File: src/rtl/control_unit.sv
// control_unit: decodes one instruction at a time and sequences EXEC / MEM / WB for the datapath.
// Latency: ALU op 2 cycles (EXEC, WB), jump 1 cycle, LDR/STR 1 + MEM wait (+ WB for LDR).
// Backpressure: instr_ready is high only while idle; MEM holds mem_req until mem_ack is seen.
//
// Ports:
//   clk, rst                 single clock, asynchronous active-high reset
//   instr_valid/instr_ready  instruction handshake; instr = op[31:27] rd[26:23] rs1[22:19] rs2[18:15] imm15[14:0]
//   flags                    registered ALU flags {Z, N, C, V}
//   alu_ctrl, alu_src_imm    ALU operation and operand-B select
//   rd/rs1/rs2_addr, imm     register-file addresses and sign-extended immediate (N bits, N >= 16)
//   reg_we                   register-file write enable (suppressed for r0)
//   mem_req, mem_we, mem_ack data-memory request / store flag / completion
//   pc_load                  branch taken this cycle
//   err                      one-cycle pulse on illegal opcode or memory timeout
//
// Configuration: define CTRL_MEM_TIMEOUT_EN to abandon a memory access after 16 MEM cycles
// without mem_ack (err pulse, no writeback). Without it MEM waits indefinitely.
module control_unit #(
  parameter int N = 32
) (
  input  logic         clk,
  input  logic         rst,
  input  logic         instr_valid,
  input  logic [31:0]  instr,
  output logic         instr_ready,
  input  logic [3:0]   flags,
  output logic [4:0]   alu_ctrl,
  output logic [3:0]   rd_addr,
  output logic [3:0]   rs1_addr,
  output logic [3:0]   rs2_addr,
  output logic [N-1:0] imm,
  output logic         alu_src_imm,
  output logic         reg_we,
  output logic         mem_req,
  output logic         mem_we,
  input  logic         mem_ack,
  output logic         pc_load,
  output logic         err
);

  localparam logic [4:0] OP_LDR = 5'd17;
  localparam logic [4:0] OP_STR = 5'd19;

  typedef enum logic [1:0] {
    ST_IDLE,
    ST_EXEC,
    ST_MEM,
    ST_WB
  } state_t;

  state_t      state_q, state_d;
  logic [31:0] instr_q, instr_d;
  logic [4:0]  alu_ctrl_q, alu_ctrl_d;
  logic        alu_src_imm_q, alu_src_imm_d;
  logic        reg_we_q, reg_we_d;
  logic        mem_req_q, mem_req_d;
  logic        mem_we_q, mem_we_d;
  logic        err_q, err_d;
  logic [4:0]  op_q;
  logic [4:0]  op_d;
  logic        flag_c_unused;

`ifdef CTRL_MEM_TIMEOUT_EN
  logic [3:0]  tmo_cnt_q, tmo_cnt_d;
`endif

  assign op_q = instr_q[31:27];
  assign op_d = instr_d[31:27];

  // Carry is not consulted by any branch condition.
  assign flag_c_unused = flags[1];

  function automatic logic op_legal(input logic [4:0] op);
    case (op)
      5'd1, 5'd2, 5'd3, 5'd4, 5'd9, 5'd10, 5'd11, 5'd12,
      5'd17, 5'd19, 5'd25, 5'd26, 5'd27, 5'd28, 5'd29, 5'd30: op_legal = 1'b1;
      default:                                                 op_legal = 1'b0;
    endcase
  endfunction

  function automatic logic op_jump(input logic [4:0] op);
    op_jump = (op >= 5'd25) && (op <= 5'd30);
  endfunction

  function automatic logic op_mem(input logic [4:0] op);
    op_mem = (op == OP_LDR) || (op == OP_STR);
  endfunction

  function automatic logic jump_taken(input logic [4:0] op, input logic z, input logic n,
                                      input logic v);
    case (op)
      5'd25:   jump_taken = z;
      5'd26:   jump_taken = !z;
      5'd27:   jump_taken = !z && (n == v);
      5'd28:   jump_taken = (n == v);
      5'd29:   jump_taken = (n != v);
      5'd30:   jump_taken = z || (n != v);
      default: jump_taken = 1'b0;
    endcase
  endfunction

  always_comb begin
    state_d = state_q;
    instr_d = instr_q;
    err_d   = 1'b0;
`ifdef CTRL_MEM_TIMEOUT_EN
    tmo_cnt_d = tmo_cnt_q;
`endif

    case (state_q)
      ST_IDLE: begin
        // Illegal opcodes are rejected without latching, so the held fields stay untouched.
        if (instr_valid) begin
          if (op_legal(instr[31:27])) begin
            instr_d = instr;
            state_d = ST_EXEC;
          end else begin
            err_d = 1'b1;
          end
        end
      end
      ST_EXEC: begin
        if (op_jump(op_q)) begin
          state_d = ST_IDLE;
        end else if (op_mem(op_q)) begin
          state_d = ST_MEM;
`ifdef CTRL_MEM_TIMEOUT_EN
          tmo_cnt_d = 4'd0;
`endif
        end else begin
          state_d = ST_WB;
        end
      end
      ST_MEM: begin
        if (mem_ack) begin
          if (op_q == OP_STR) begin
            state_d = ST_IDLE;
          end else begin
            state_d = ST_WB;
          end
        end
`ifdef CTRL_MEM_TIMEOUT_EN
        // Count value 15 marks the 16th MEM cycle; an ack in that cycle still wins.
        else if (tmo_cnt_q == 4'd15) begin
          state_d = ST_IDLE;
          err_d   = 1'b1;
        end else begin
          tmo_cnt_d = tmo_cnt_q + 4'd1;
        end
`endif
      end
      ST_WB: begin
        state_d = ST_IDLE;
      end
      default: begin
        state_d = ST_IDLE;
      end
    endcase

    // Registered outputs are computed for the state being entered so they line up with it.
    alu_ctrl_d    = 5'd0;
    alu_src_imm_d = 1'b0;
    if (state_d != ST_IDLE) begin
      alu_ctrl_d    = op_d;
      alu_src_imm_d = op_mem(op_d) || op_jump(op_d);
    end
    mem_req_d = (state_d == ST_MEM);
    mem_we_d  = (state_d == ST_MEM) && (op_d == OP_STR);
    reg_we_d  = (state_d == ST_WB) && (instr_d[26:23] != 4'd0);
  end

  always_ff @(posedge clk or posedge rst) begin
    if (rst) begin
      state_q       <= ST_IDLE;
      instr_q       <= 32'd0;
      alu_ctrl_q    <= 5'd0;
      alu_src_imm_q <= 1'b0;
      reg_we_q      <= 1'b0;
      mem_req_q     <= 1'b0;
      mem_we_q      <= 1'b0;
      err_q         <= 1'b0;
`ifdef CTRL_MEM_TIMEOUT_EN
      tmo_cnt_q     <= 4'd0;
`endif
    end else begin
      state_q       <= state_d;
      instr_q       <= instr_d;
      alu_ctrl_q    <= alu_ctrl_d;
      alu_src_imm_q <= alu_src_imm_d;
      reg_we_q      <= reg_we_d;
      mem_req_q     <= mem_req_d;
      mem_we_q      <= mem_we_d;
      err_q         <= err_d;
`ifdef CTRL_MEM_TIMEOUT_EN
      tmo_cnt_q     <= tmo_cnt_d;
`endif
    end
  end

  // Gated by rst so the handshake is closed for the whole reset window.
  assign instr_ready = (state_q == ST_IDLE) && !rst;

  // Flags are already registered upstream, so the branch decision is made in EXEC itself.
  assign pc_load = (state_q == ST_EXEC) && jump_taken(op_q, flags[3], flags[2], flags[0]);

  assign alu_ctrl    = alu_ctrl_q;
  assign alu_src_imm = alu_src_imm_q;
  assign reg_we      = reg_we_q;
  assign mem_req     = mem_req_q;
  assign mem_we      = mem_we_q;
  assign err         = err_q;
  assign rd_addr     = instr_q[26:23];
  assign rs1_addr    = instr_q[22:19];
  assign rs2_addr    = instr_q[18:15];
  assign imm         = {{(N-15){instr_q[14]}}, instr_q[14:0]};

endmodule

File: config.mk
export PLATFORM = sky130hd
export DESIGN_NAME = control_unit
export DESIGN_NICKNAME = d
export VERILOG_FILES = /design/src/rtl/control_unit.sv
export SDC_FILE = /design/constraint.sdc
export NUM_CORES = 1
export LEC_CHECK = 0
export BUFFER_PORTS_ARGS = -buffer_cell sky130_fd_sc_hd__buf_2
export CAP_MARGIN = 5
export CORE_MARGIN = 5
export CORE_UTILIZATION = 47
export CTS_CLUSTER_DIAMETER = 40
export CTS_CLUSTER_SIZE = 10
export DETAILED_ROUTE_END_ITERATION = 8
export GPL_TIMING_DRIVEN = 0
export PLACE_DENSITY_LB_ADDON = 0.2
export SLEW_MARGIN = 5
export SYNTH_ARGS = -nofsm -noshare
export SYNTH_HDL_FRONTEND = slang
export SYNTH_SLANG_ARGS = --single-unit
File: constraint.sdc
create_clock -name clk -period 2.23 [get_ports clk]
set_clock_uncertainty 0.1 [all_clocks]
set_input_delay 0.3345 -clock clk [delete_from_list [all_inputs] [get_ports clk]]
set_output_delay 0.3345 -clock clk [all_outputs]
set_load 0.005 [all_outputs]
==> metrics.txt <==
# TYPE chip_impl_metric gauge
chip_impl_info{name="run_status",value="finished, final reports clean"} 1
chip_impl_metric{name="place_worst_setup_slack",unit="ns"} -0.0705
chip_impl_metric{name="fin_crit_sh",unit=""} 0.906
chip_impl_metric{name="drt_pre_antenna_iters",unit=""} 4
chip_impl_info{name="critPathLaunchType",value="register"} 1
chip_impl_metric{name="syn2layout_area_growth",unit="%"} 30.3
chip_impl_metric{name="die-area",unit="mm^2"} 0.00626
chip_impl_info{name="tritoncts",value="yes"} 1
chip_impl_metric{name="clock_path_buffers",unit=""} 2
chip_impl_metric{name="syn_area_per_cell",unit="um^2"} 11.7
chip_impl_metric{name="cp_data_arrival_time",unit="ns"} 1.59
chip_impl_metric{name="nFillCells",unit=""} 392
chip_impl_metric{name="power_density",unit="mW/mm^2"} 1310
chip_impl_metric{name="syn-instance-count",unit=""} 192
chip_impl_metric{name="max-cap-violations",unit=""} 0
chip_impl_metric{name="cts_made_buffers",unit=""} 5
chip_impl_metric{name="row_count",unit=""} 25
chip_impl_metric{name="drt_iter0_markers",unit=""} 57
chip_impl_metric{name="cts_htree_levels",unit=""} 2
chip_impl_metric{name="place.detailed.hpwl",unit="um"} 3590
chip_impl_metric{name="io_buffers",unit=""} 94
chip_impl_metric{name="routabilityCongestion",unit=""} 0.730
chip_impl_metric{name="final_nets",unit=""} 335
chip_impl_metric{name="yosys_register_bits",unit=""} 44
chip_impl_metric{name="fmax",unit="MHz"} 495
chip_impl_metric{name="power.ir.vdd_worst",unit="mV"} 0.591
chip_impl_metric{name="worstSkewPairLatency",unit="ns"} 0.29
chip_impl_metric{name="critical_path_required",unit="ns"} 1.80
chip_impl_metric{name="track_usage",unit=""} 0.152
chip_impl_metric{name="slew-limit-headroom",unit=""} 0.667
chip_impl_metric{name="wirelength",unit="um"} 4480
chip_impl_metric{name="finalMaxSlewViolations",unit=""} 0
chip_impl_info{name="rsz0062_at_grt",value="no"} 1
chip_impl_metric{name="route.detailed.wl_per_inst",unit="um"} 12.8
chip_impl_metric{name="fin_worst_hold_slack",unit="ns"} 0.158
chip_impl_metric{name="setup-violations-final",unit=""} 0
chip_impl_info{name="r2r-start",value="state_q[1]$_DFF_PP0_"} 1
chip_impl_metric{name="syn_nets",unit=""} 232
chip_impl_info{name="hold_path.startpoint",value="instr[11]"} 1
chip_impl_info{name="cts.root.buffer_cell",value="clkbuf_8"} 1
chip_impl_info{name="postSynth.topFlopCell",value="dfrtp_1"} 1
chip_impl_metric{name="edff_count_synth",unit=""} 0
chip_impl_metric{name="route.detailed.drc",unit=""} 0
chip_impl_metric{name="postSynth.asyncResetShare",unit=""} 1.00
chip_impl_metric{name="grt_antenna_before_repair",unit=""} 0
chip_impl_metric{name="cp_max_fo",unit=""} 9
chip_impl_metric{name="synth-warning-count",unit=""} 0
chip_impl_metric{name="final.setup.worst_slack",unit="ns"} 0.210
chip_impl_metric{name="numClockSinks",unit=""} 44
chip_impl_metric{name="seq_area_frac_synth",unit=""} 0.491
chip_impl_metric{name="n_antenna_cell",unit=""} 0
chip_impl_metric{name="syn-cell-area",unit="mm^2"} 0.00224
chip_impl_info{name="crit_path_start",value="instr_q[29]$_DFF_PP0_"} 1
chip_impl_info{name="hp-class",value="input port to register"} 1
chip_impl_metric{name="grt_overflow",unit=""} 0
chip_impl_metric{name="finalHoldViolations",unit=""} 0
chip_impl_metric{name="leakagePower",unit="nW"} 1.55
chip_impl_metric{name="num_io_pins",unit=""} 96
chip_impl_metric{name="route.vias.total",unit=""} 1698
chip_impl_info{name="cp_class",value="register to primary output"} 1
chip_impl_metric{name="grt_first_pass_wirelength",unit="um"} 7580
chip_impl_metric{name="die_y",unit="um"} 79.1
chip_impl_metric{name="layout_min_cycle_time",unit="ns"} 2.02
chip_impl_metric{name="grt_max_degree",unit=""} 24
chip_impl_metric{name="clk_pin_slew_worst_paths",unit="ns"} 0.08
chip_impl_metric{name="fp.coreArea",unit="mm^2"} 0.00469
chip_impl_metric{name="netlist_cell_types",unit=""} 39
chip_impl_metric{name="buffer_count_from_post_cts_setup_fixing",unit=""} 0
chip_impl_info{name="worst_setup_path_end_kind",value="primary output"} 1
chip_impl_metric{name="effective_utilization_at_floorplan",unit=""} 0.478
chip_impl_metric{name="worst-slew-pin-transition",unit="ns"} 0.498
chip_impl_metric{name="drt-vias-per-instance",unit=""} 4.87
chip_impl_metric{name="share_of_final_layout_standard_cells_stronger_than_drive_strength_1",unit=""} 0.566
chip_impl_metric{name="first_global_vias",unit=""} 1643
chip_impl_metric{name="detail-route-antenna-nets",unit=""} 0
chip_impl_metric{name="die_span_x",unit="um"} 79.1
-- critical path, cell delays in order, from the launching register on --
cell	delay, ns
dfrtp_1	0.32
clkbuf_1	0.28
a21oi_1	0.07
a211oi_1	0.21
a21oi_1	0.06
a211oi_1	0.19
buf_2	0.15
-- routing by layer --
metal  share of wire  track usage
met1            0.43        0.199
met2            0.44        0.237
met3            0.11       0.0556
met4           0.015       0.0464
met5               0            0
-- worst paths after layout --
| path | endpoint | cells after the start | slack (ns) |
|---|---|---|---|
| max | pc_load | 6 | 0.21 |
| min | instr_q[11]$_DFFE_PP0P_ | 2 | 0.16 |
| max reg2reg | instr_q[8]$_DFFE_PP0P_ | 5 | 0.24 |
| min reg2reg | instr_q[20]$_DFFE_PP0P_ | 1 | 0.39 |
| max in group asynchronous | instr_q[0]$_DFFE_PP0P_ | 4 | 1.02 |
| min in group asynchronous | alu_src_imm$_DFF_PP0_ | 3 | 0.53 |
-- synthesized netlist by cell type (all sizes together) (2+ instances only) --
cell type | instances | share of area
nor3b | 2 | 0.0067
buf | 47 | 0.16
a22oi | 7 | 0.023
nand3 | 6 | 0.013
nor3 | 2 | 0.0045
o21ai | 6 | 0.015
nor2 | 5 | 0.016
o21a | 2 | 0.0067
a311oi | 2 | 0.011
clkbuf | 2 | 0.0033
nand2b | 2 | 0.0056
nand2 | 8 | 0.014
dfrtp | 44 | 0.49
inv | 6 | 0.010
mux2 | 27 | 0.14
a211oi | 3 | 0.010
a21oi | 6 | 0.013
-- state kept, by name, indices dropped and copies added, names as in the netlist --
name,flops
reg_we,1
instr_q,32
mem_we,1
err,1
alu_ctrl,5
state_q,2
mem_req,1
alu_src_imm,1
-- power by group --
group | switching, mW | internal [mW] | total (mW)
Combinational | 0.726 | 1.18 | 1.90
Clock | 0.245 | 0.276 | 0.521
Sequential | 0.244 | 1.17 | 1.42
-- logic make-up after synthesis --
family / count (synthesis) / share of synthesized area
xor+xnor: 1 / 0.00390
mux: 28 / 0.145
buf+inv: 55 / 0.176
flops: 44 / 0.491
simple gates: 34 / 0.0898
compound gates: 30 / 0.0953
-- layout make-up --
cell class | count | area [um^2] | area share
tap | 54 | 67.6 | 0.0231
buffer | 49 | 372 | 0.127
inverter | 6 | 22.5 | 0.00770
multi-input combinational | 93 | 758 | 0.259
clock buffer | 7 | 96.3 | 0.0329
timing repair buffer | 96 | 508 | 0.174
sequential | 44 | 1100 | 0.376
-- layout by cell type (no fill, tap or decap), types with 3 or more instances in the layout --
master | synthesis | routed
buf_2 | 0 | 94
buf_4 | 44 | 44
dfrtp_1 | 44 | 44
mux2_1 | 18 | 18
nand2_1 | 7 | 7
a22oi_1 | 7 | 7
clkbuf_8 | 0 | 7
nand3_1 | 6 | 6
mux2_2 | 6 | 6
o21ai_0 | 5 | 5
inv_1 | 6 | 5
a21oi_1 | 6 | 5
nor2_1 | 4 | 4
buf_6 | 3 | 3
mux2_4 | 3 | 3
a211oi_1 | 3 | 3
-- timing repair --
item	4_1_cts	5_1_grt
setup endpoints to repair	18	1
hold buffers	1	0
pin swaps	0	0
gates resized for setup	1	1
endpoints found under the hold margin	21	0
-- through the flow --
step                      setup TNS [ns]  instance area (um^2)  power, mW  cells  utilization
after CTS                              0                  2920       3.90    349        0.623
after global placement                 0                  2780       3.31    340        0.593
after global routing                   0                  2930       4.16    349        0.623
after floorplan                        0                  2240       2.64    192            -
final                                  0                  2930       3.84    349        0.623
after detailed placement           -1.13                  2810       3.36    341        0.599
Power figures use the tool's default switching activity.
